**src/rtl/sevenseg_scan_ctrl.sv**
```systemverilog
// Four-digit multiplexed seven-segment scanner with a frame-synchronous load handshake.
// Define SEVENSEG_LZ_BLANK_EN to build in leading-zero blanking of digits 3..1.
module sevenseg_scan_ctrl #(
    parameter int REFRESH_DIV = 50000,
    parameter int DIV_WIDTH   = 16
) (
    input  logic        clk,
    input  logic        rst,
    input  logic [15:0] value_in,
    input  logic [3:0]  dots_in,
    input  logic        load,
    output logic        ready,
    input  logic        disp_en,
    output logic [3:0]  data,
    output logic [3:0]  en_seg,
    output logic        dt,
    output logic        frame_done
);

    localparam logic [DIV_WIDTH-1:0] DIV_LAST = DIV_WIDTH'(REFRESH_DIV - 1);

    typedef enum logic {
        PEND_EMPTY,
        PEND_FULL
    } pend_state_e;

    logic [DIV_WIDTH-1:0] div_q, div_d;
    logic [1:0]           idx_q, idx_d;
    logic                 tick;
    logic                 frame_tick;

    pend_state_e          pend_state_q, pend_state_d;
    logic [15:0]          pend_val_q;
    logic [3:0]           pend_dots_q;
    logic                 accept;
    logic                 commit;

    logic [15:0]          disp_val_q, disp_val_d;
    logic [3:0]           disp_dots_q, disp_dots_d;

    logic                 blank;
    logic [3:0]           data_q, data_d;
    logic [3:0]           en_seg_q, en_seg_d;
    logic                 dt_q, dt_d;

    // Prescaler and digit index; the index 3->0 wrap marks the frame boundary.
    assign tick       = (div_q == DIV_LAST);
    assign frame_tick = tick && (idx_q == 2'd3);

    always_comb begin
        // NOTE: every always_comb output gets a default first so no path leaves it unassigned (no latch).
        div_d = div_q + DIV_WIDTH'(1);
        idx_d = idx_q;
        if (tick) begin
            div_d = '0;
            idx_d = idx_q + 2'd1;
        end
    end

    // Pending-slot handshake: one entry, drained only at a frame boundary.
    assign ready  = (pend_state_q == PEND_EMPTY);
    assign accept = load && ready;
    assign commit = frame_tick && (pend_state_q == PEND_FULL);

    always_comb begin
        pend_state_d = pend_state_q;
        case (pend_state_q)
            PEND_EMPTY: if (load)       pend_state_d = PEND_FULL;
            PEND_FULL:  if (frame_tick) pend_state_d = PEND_EMPTY;
            default:                    pend_state_d = PEND_EMPTY;
        endcase
    end

    always_comb begin
        disp_val_d  = disp_val_q;
        disp_dots_d = disp_dots_q;
        if (commit) begin
            disp_val_d  = pend_val_q;
            disp_dots_d = pend_dots_q;
        end
    end

`ifdef SEVENSEG_LZ_BLANK_EN
    // A digit goes dark when it and every digit to its left are zero and its dot is off.
    always_comb begin
        blank = 1'b0;
        case (idx_q)
            2'd3:    blank = (disp_val_q[15:12] == 4'h0)  && !disp_dots_q[3];
            2'd2:    blank = (disp_val_q[15:8]  == 8'h00) && !disp_dots_q[2];
            2'd1:    blank = (disp_val_q[15:4]  == 12'h0) && !disp_dots_q[1];
            default: blank = 1'b0;
        endcase
    end
`else
    assign blank = 1'b0;
`endif

    always_comb begin
        data_d   = disp_val_q[{idx_q, 2'b00} +: 4];
        en_seg_d = 4'b1111;
        dt_d     = 1'b1;
        if (disp_en && !blank) begin
            en_seg_d[idx_q] = 1'b0;
            dt_d            = ~disp_dots_q[idx_q];
        end
    end

    // NOTE: pending payload has no reset; it is only ever read while pend_state_q says FULL.
    always_ff @(posedge clk) begin
        if (accept) begin
            pend_val_q  <= value_in;
            pend_dots_q <= dots_in;
        end
    end

    always_ff @(posedge clk) begin
        // NOTE: sequential state uses non-blocking assignments so all registers update together.
        if (rst) begin
            div_q        <= '0;
            idx_q        <= 2'd0;
            pend_state_q <= PEND_EMPTY;
            disp_val_q   <= 16'h0000;
            disp_dots_q  <= 4'b0000;
            data_q       <= 4'h0;
            en_seg_q     <= 4'b1111;
            dt_q         <= 1'b1;
        end else begin
            div_q        <= div_d;
            idx_q        <= idx_d;
            pend_state_q <= pend_state_d;
            disp_val_q   <= disp_val_d;
            disp_dots_q  <= disp_dots_d;
            data_q       <= data_d;
            en_seg_q     <= en_seg_d;
            dt_q         <= dt_d;
        end
    end

    assign data       = data_q;
    assign en_seg     = en_seg_q;
    assign dt         = dt_q;
    assign frame_done = frame_tick;

endmodule

```
**config.mk**
```make
export PLATFORM = sky130hd
export DESIGN_NAME = sevenseg_scan_ctrl
export DESIGN_NICKNAME = d
export VERILOG_FILES = /design/src/rtl/sevenseg_scan_ctrl.sv
export SDC_FILE = /design/constraint.sdc
export NUM_CORES = 1
export LEC_CHECK = 0
export ABC_CLOCK_PERIOD_IN_PS = 2000
export BUFFER_PORTS_ARGS = -buffer_cell sky130_fd_sc_hd__buf_4
export CAP_MARGIN = 25
export CELL_PAD_IN_SITES_DETAIL_PLACEMENT = 1
export CELL_PAD_IN_SITES_GLOBAL_PLACEMENT = 1
export CORE_ASPECT_RATIO = 0.75
export CORE_UTILIZATION = 42
export DETAILED_ROUTE_END_ITERATION = 10
export GPL_ROUTABILITY_DRIVEN = 1
export GPL_TIMING_DRIVEN = 0
export PLACE_DENSITY_LB_ADDON = 0.08
export SETUP_SLACK_MARGIN = 0.4
export SYNTH_ARGS = -nofsm -noshare
export SYNTH_HDL_FRONTEND = slang
export SYNTH_SLANG_ARGS = --single-unit
```
**constraint.sdc**
```tcl
create_clock -name clk -period 2 [get_ports clk]
set_input_delay 0.1 -clock clk [delete_from_list [all_inputs] [get_ports clk]]
set_output_delay 0.1 -clock clk [all_outputs]
set_load 0.01 [all_outputs]
```
==> impl_metrics.env, run 1 <==
export IMPL_status="complete, no violations"
export IMPL_hold_violations=0
export IMPL_power_uw=3000
export IMPL_htreeDepth=3
export IMPL_slew_headroom_pct=63.8
export IMPL_ctsRootBufferMaster="clkbuf_8"
export IMPL_insertion_delay_ns=0.34
export IMPL_drtPass1Iterations=4
export IMPL_core_area_um2=6380
export IMPL_synth_nets=266
export IMPL_grt_pass1_vias=1937
export IMPL_cp_start_kind="flop"
export IMPL_pwr_share_clk_pct=44.8
export IMPL_dieHeight_um=72.7
export IMPL_postSynthAreaPerCell_um2=11.8
export IMPL_grt_max_degree=14
export IMPL_yosysTopAreaCell="dfxtp_1"
export IMPL_fill_cells=661
export IMPL_drtAntennaViolNets=0
export IMPL_internal_power_uw=2390
export IMPL_required_ns=2.27
export IMPL_synth_area_top_cells="dfxtp_1, edfxtp_1, nand2b_1, mux2i_1, mux4_2"
export IMPL_syn_to_final_growth_pct=39.3
export IMPL_static_leakage_power_uw=0.00145
export IMPL_finClkSkew_ns=0.0108
export IMPL_die_area_um2=6990
export IMPL_grt_pass1_wl_mm=9.45
export IMPL_slew_violations=0
export IMPL_synth_cells=237
export IMPL_switching_share_pct=20.4
export IMPL_fin_nets=344
export IMPL_seqPwrFrac_pct=48.8
export IMPL_die_x_um=96.2
export IMPL_worstSetupStartpoint="div_q[10]"
export IMPL_hpwlAfterDp_mm=3.83
export IMPL_synth_warnings=0
export IMPL_powerDensity_nw_per_um2=769
export IMPL_synth_seq_cells=68
export IMPL_r2r_end="disp_val_q[5]"
export IMPL_cp_endpoint="disp_val_q[5]"
export IMPL_reg2reg_from="div_q[10]"
export IMPL_diodes=0
export IMPL_via_per_inst=4.85
export IMPL_hold_ws_ns=0.0435
export IMPL_rows=25
export IMPL_clk_pin_slew_ns=0.07
export IMPL_crit_path_max_fanout=5
export IMPL_drtIter0Drc=70
export IMPL_vias=1944
export IMPL_port_buffer_count=33
export IMPL_crit_arrival_ns=2.14
export IMPL_worstPathCellList="or3_4, or4_4, nor2_8, clkbuf_16, mux2i_1"
export IMPL_cts_buffers=9
export IMPL_fmax_ghz=0.533
export IMPL_drv_cap=0
export IMPL_critical_path_class="flop to flop"
export IMPL_clock_path_buffers=2
export IMPL_synth_top_cell_area_share_pct=34.4
export IMPL_ios=35
export IMPL_finalSetupViolCount=0
export IMPL_post_route_cells_drive_above_1_share_pct=30.3
export IMPL_finalCritPeriodShare_pct=93.8
export IMPL_worst_slew_pin_slew_ns=0.541
export IMPL_overflow=0
export IMPL_r2r_setup_slack_ns=0.12
export IMPL_holdCritStartpoint="load"
export IMPL_rsz0062_at_grt="yes"
export IMPL_cts_tree="yes"
export IMPL_gp_congestion=0.770
export IMPL_drc_errors=0
export IMPL_p_comb_share_pct=6.3
export IMPL_initial_utilization_pct=43.8
export IMPL_grt_usage_pct=19.0
export IMPL_setup_tns_ns=0
export IMPL_rr_worst_depth=5
export IMPL_peakVddDrop_mv=0.411
export IMPL_antenna_found_initial=0
export IMPL_slowest_delay_ns=0.48
export IMPL_hp_class="input pin to flop"
export IMPL_wl_per_cell_um=15.9
export IMPL_slowest_stage="or4_4"
export IMPL_wirelength_mm=6.40
export IMPL_cts_sink_count=68
export IMPL_min_period_ns=1.88
export IMPL_end_kind="flop"
export IMPL_synth_cell_types=29
export IMPL_synthesis_area_um2=2800
export IMPL_ys_seq_area_share_pct=55.8
export IMPL_p_sw_uw=611
[cells in the final DEF, fill, tap and decap left out, types with 2 or more instances in the layout]
cell type | synthesis | final
dfxtp_1 | 48 | 45
buf_4 | 1 | 43
nand2b_1 | 41 | 41
mux2i_1 | 20 | 20
dlygate4sd3_1 | 0 | 20
edfxtp_1 | 20 | 20
nand2_1 | 11 | 11
xor2_1 | 11 | 11
nor2_4 | 0 | 9
clkbuf_8 | 0 | 9
clkbuf_1 | 8 | 7
nand4_1 | 7 | 7
nor2_1 | 20 | 6
mux4_2 | 5 | 5
nor2b_1 | 6 | 5
nor2_2 | 0 | 5
inv_1 | 4 | 4
and4_1 | 4 | 4
nand3_1 | 4 | 4
xnor2_1 | 4 | 4
ha_1 | 5 | 4
buf_12 | 2 | 3
and3_1 | 3 | 3
bufinv_16 | 0 | 3
nand4bb_1 | 2 | 2
and2_1 | 2 | 2
clkbuf_16 | 0 | 2
dfxtp_2 | 0 | 2
buf_6 | 0 | 2
[logic make-up (layout without fill, tap and decap cells)]
| group | count (synthesis) | count (layout) | synth area share [%] |
|---|---|---|---|
| AOI/OAI and AO/OA | 1 | 1 | 0.179 |
| xor gates and xnor gates | 15 | 15 | 4.70 |
| adders and majority gates | 5 | 5 | 2.24 |
| buffers and inverters | 17 | 100 | 3.67 |
| DFF | 68 | 68 | 55.8 |
| muxes | 25 | 25 | 11.2 |
| and+or+nand+nor | 106 | 106 | 22.2 |
[cells in the mapped netlist]
cell and instances:
xnor2_1 4, a21oi_1 1, edfxtp_1 20, nor2_8 1, and4_1 4, nand4_1 7
buf_12 2, or3_1 1, inv_1 4, nand2_1 11, nor2_1 20, mux2i_1 20
nand2b_1 41, dfxtp_1 48, mux4_2 5, clkbuf_1 8, and3_1 3, nand4bb_1 2
buf_4 1, buf_2 2, nand3_1 4, and2_1 2, nor4_1 1, ha_1 5
nor2b_1 6, xor2_1 11, nor3_1 1, nand2b_2 1, or4_4 1
[metal layers]
layer / wire length (µm) / global-route usage [%]
met1: 3130 / 24.6
met2: 3010 / 30.2
met3: 222 / 6.35
met4: 37 / 5.80
met5: 0 / 0
[layout make-up]
type                            instances  area [µm²]  area share, %
Clock inverter                          7         115           2.96
Buffer                                 13         106           2.73
Clock buffer                            9         124           3.18
Multi-Input combinational cell        152        1240           31.9
Tap cell                               81         101           2.60
Sequential cell                        68        1570           40.3
Timing Repair Buffer                   67         623           16.0
Inverter                                4        15.0          0.385
[registers in the layout (all words and copies together) (netlist names)]
| signal | cells |
|---|---|
| pend_state_q | 1 |
| idx_q | 2 |
| data | 4 |
| en_seg | 4 |
| dt | 1 |
| pend_dots_q | 4 |
| disp_val_q | 16 |
| disp_dots_q | 4 |
| div_q | 16 |
| pend_val_q | 16 |
[per-stage QoR]
| step | cell area, µm² | setup slack (ns) | instances | util [%] |
|---|---|---|---|---|
| 4_1_cts | 3710 | 0.145 | 395 | 58.2 |
| 2_1_floorplan | 2820 | 0.297 | 237 | - |
| 3_5_place_dp | 3180 | 0.145 | 352 | 49.9 |
| 5_1_grt | 3890 | 0.0381 | 401 | 61.0 |
| 6_report | 3890 | 0.124 | 401 | 61.0 |
| 3_3_place_gp | 3170 | 0.177 | 351 | 49.6 |
[timing repair]
action,4_1_cts,5_1_grt
endpoints found under the hold margin,20,0
gates cloned,1,2
hold buffers,20,0
pin swaps,0,11
buffers inserted,6,4
setup endpoints to repair,43,39
resized for setup,8,28
[worst max-delay path, delay by kind of cell, from the launching register on]
kind | cells | cell delay, ns
buf+inv | 1 | 0.20
mux | 1 | 0.17
simple gates | 3 | 1.08
flops | 1 | 0.36
[power groups by stage]
stage / Clock (µW) / Combinational (µW) / Sequential [µW]
after floorplan: 0 / 60.3 / 1490
after global placement: 0 / 117 / 1500
after CTS: 1370 / 163 / 1460
final: 1340 / 189 / 1460
after detailed placement: 0 / 123 / 1500
after global routing: 1420 / 205 / 1470
[worst min-delay path by stage]
stage | endpoint | slack [ns] | cells after the start
after floorplan | pend_dots_q[0] | 0.20 | 0
after global placement | pend_dots_q[3] | 0.28 | 1
after detailed placement | pend_val_q[8] | 0.28 | 1
after CTS | pend_state_q | 0.04 | 3
after global routing | pend_state_q | 0.06 | 3
final | pend_state_q | 0.04 | 3
No activity file was read; power rests on OpenSTA's default activity.
==> run 2, diff against run 1 <==
--- a/config.mk
+++ b/config.mk
@@ -5,17 +5,17 @@
 export SDC_FILE = /design/constraint.sdc
 export NUM_CORES = 1
 export LEC_CHECK = 0
-export ABC_CLOCK_PERIOD_IN_PS = 2000
+export ABC_CLOCK_PERIOD_IN_PS = 1700
 export BUFFER_PORTS_ARGS = -buffer_cell sky130_fd_sc_hd__buf_4
 export CAP_MARGIN = 25
 export CELL_PAD_IN_SITES_DETAIL_PLACEMENT = 1
 export CELL_PAD_IN_SITES_GLOBAL_PLACEMENT = 1
 export CORE_ASPECT_RATIO = 0.75
-export CORE_UTILIZATION = 42
+export CORE_UTILIZATION = 41
 export DETAILED_ROUTE_END_ITERATION = 10
 export GPL_ROUTABILITY_DRIVEN = 1
 export GPL_TIMING_DRIVEN = 0
-export PLACE_DENSITY_LB_ADDON = 0.08
+export PLACE_DENSITY = 0.71
 export SETUP_SLACK_MARGIN = 0.4
 export SYNTH_ARGS = -nofsm -noshare
 export SYNTH_HDL_FRONTEND = slang
==> constraint.sdc (replaced) <==
create_clock -name clk -period 1.7 [get_ports clk]
set_input_delay 0.085 -clock clk [delete_from_list [all_inputs] [get_ports clk]]
set_output_delay 0.085 -clock clk [all_outputs]
set_load 0.01 [all_outputs]
==> run 2 against run 1 <==
The run now ends with negative setup slack left. Worst hold slack worse by 0.013 ns. Cell count is 0.75% lower. Sequential share of layout area increased by 0.84 points. Combinational power increased by 9%. Clock power decreased by 7%. Utilization is 1.8 points lower. Global-route usage shrank 0.40 points. Count of clock-buffer cells in the layout rose by 1. Maximum frequency is essentially flat. Clock skew fell by 0.0048 ns. Critical endpoint is now disp_val_q[10]. Largest cell class unchanged. Largest power group unchanged. Highest routed layer unchanged.
==> impl_metrics.env, run 2 (same netlist as run 1, synthesis figures left out) <==
export IMPL_status="complete, but fails checks"
export IMPL_violations="negative setup slack"
export IMPL_drv_cap=0
export IMPL_static_leakage_power_uw=0.00141
export IMPL_dieHeight_um=73.5
export IMPL_fin_nets=341
export IMPL_grt_max_degree=21
export IMPL_hp_class="input pin to flop"
export IMPL_via_per_inst=4.87
export IMPL_grt_pass1_wl_mm=9.83
export IMPL_reg2reg_from="div_q[1]"
export IMPL_place_area_um2=3170
export IMPL_core_area_um2=6440
export IMPL_post_route_cells_drive_above_1_share_pct=30.9
export IMPL_ctsRootBufferMaster="clkbuf_8"
export IMPL_setup_tns_ns=-4.11
export IMPL_final_common_cell="dfxtp_1"
export IMPL_die_area_um2=7160
export IMPL_crit_path_max_fanout=5
export IMPL_final_area_um2=3810
export IMPL_drtPass1Iterations=4
export IMPL_diodes=0
export IMPL_place_inst=351
export IMPL_drtAntennaViolNets=0
export IMPL_htreeDepth=3
export IMPL_cts_sink_count=68
export IMPL_gp_congestion=0.728
export IMPL_ios=35
export IMPL_wl_per_cell_um=15.6
export IMPL_initial_utilization_pct=43.4
export IMPL_fmax_ghz=0.533
export IMPL_peakVddDrop_mv=0.425
export IMPL_rsz0062_at_grt="yes"
export IMPL_die_x_um=97.4
export IMPL_final_cell_mix="dfxtp_1, nand2b_1, buf_4"
export IMPL_utilization_pct=59.2
export IMPL_cts_buffers=9
export IMPL_grt_usage_pct=18.6
export IMPL_drc_errors=0
export IMPL_crit_arrival_ns=2.15
export IMPL_holdCritStartpoint="load"
export IMPL_vias=1938
export IMPL_grt_pass1_vias=2002
export IMPL_syn_to_final_growth_pct=36.4
export IMPL_rows=25
export IMPL_slew_violations=0
export IMPL_overflow=0
export IMPL_fill_cells=675
export IMPL_wirelength_mm=6.20
export IMPL_hold_violations=0
export IMPL_port_buffer_count=33
export IMPL_critical_path_class="flop to flop"
export IMPL_cts_tree="yes"
export IMPL_setup_slack_ns=-0.176
export IMPL_cp_start_kind="flop"
export IMPL_slew_headroom_pct=52.5
export IMPL_worstSetupStartpoint="div_q[1]"
export IMPL_multi_input_area_um2=1260
export IMPL_antenna_found_initial=0
export IMPL_clk_pin_slew_ns=0.07
export IMPL_layout_cells_non_filler=398
export IMPL_min_period_ns=1.88
export IMPL_worst_slew_pin_slew_ns=0.713
export IMPL_powerDensity_nw_per_um2=833
export IMPL_end_kind="flop"
export IMPL_required_ns=1.97
export IMPL_finalCritPeriodShare_pct=110
export IMPL_clock_path_buffers=2
export IMPL_finClkSkew_ns=0.00601
export IMPL_seqCellArea_um2=1570
export IMPL_hold_ws_ns=0.0306
export IMPL_reg_top3="disp_val_q x16, div_q x16, pend_val_q x16"
export IMPL_drtIter0Drc=53
export IMPL_hpwlAfterDp_mm=3.86
export IMPL_finalSetupViolCount=39
export IMPL_insertion_delay_ns=0.35
## run 2: changes by cell type in the layout (fill, tap and decap cells not counted), sizes merged
cell    delta
bufinv     -2
buf        -1
clkbuf     -1
clkinv     +1
## run 2: where the power goes
group | total, µW | internal, µW | switching (µW)
clock network | 1240 | 662 | 583
registers | 1730 | 1710 | 16.1
logic | 206 | 120 | 85.3
total | 3180 | 2490 | 684
## run 2: path summary, 6_finish.rpt
kind / endpoint / slack, ns / cells past startpoint
max reg2reg: disp_val_q[10] / -0.18 / 6
min reg2reg: disp_val_q[6] / 0.48 / 2
min: pend_state_q / 0.03 / 3
max: disp_val_q[10] / -0.18 / 6
## run 2: final cells by class
| cell class | instances | area share (%) |
|---|---|---|
| inverter | 4 | 0.394 |
| sequential | 68 | 41.1 |
| tap | 81 | 2.66 |
| clock inverter | 6 | 1.44 |
| clock buffer | 10 | 3.35 |
| buffer | 13 | 3.05 |
| multi-input combinational | 152 | 33.0 |
| timing repair buffer | 64 | 15.1 |
## run 2: routing by layer
layer	GRT usage, %	routed length, µm	share of wire (%)
met2	30.1	2910	47
met3	6.28	328	5.3
met4	8.17	83	1.3
met1	22.9	2870	46
met5	0	0	0
## run 2: critical path, cell delays in order (launching register included)
cell	delay, ns
dfxtp_2	0.35
ha_4	0.14
nand4_1	0.13
or4_4	0.62
nor2_8	0.18
clkbuf_16	0.18
mux2i_1	0.20
## run 2: through the flow
step	worst slack [ns]	total power (µW)
2_1_floorplan	-0.00253	1830
3_3_place_gp	-0.142	1900
3_5_place_dp	-0.174	1900
4_1_cts	-0.147	3210
5_1_grt	-0.242	3300
6_report	-0.176	3180
## run 2: repair_timing
item / in CTS / in global routing
hold endpoints to repair: 20 / 0
buffers inserted: 8 / 1
pin swaps: 14 / 1
hold buffers: 20 / 0
endpoints found under the setup margin: 64 / 47
gates cloned: 1 / 1
gates resized for setup: 25 / 19
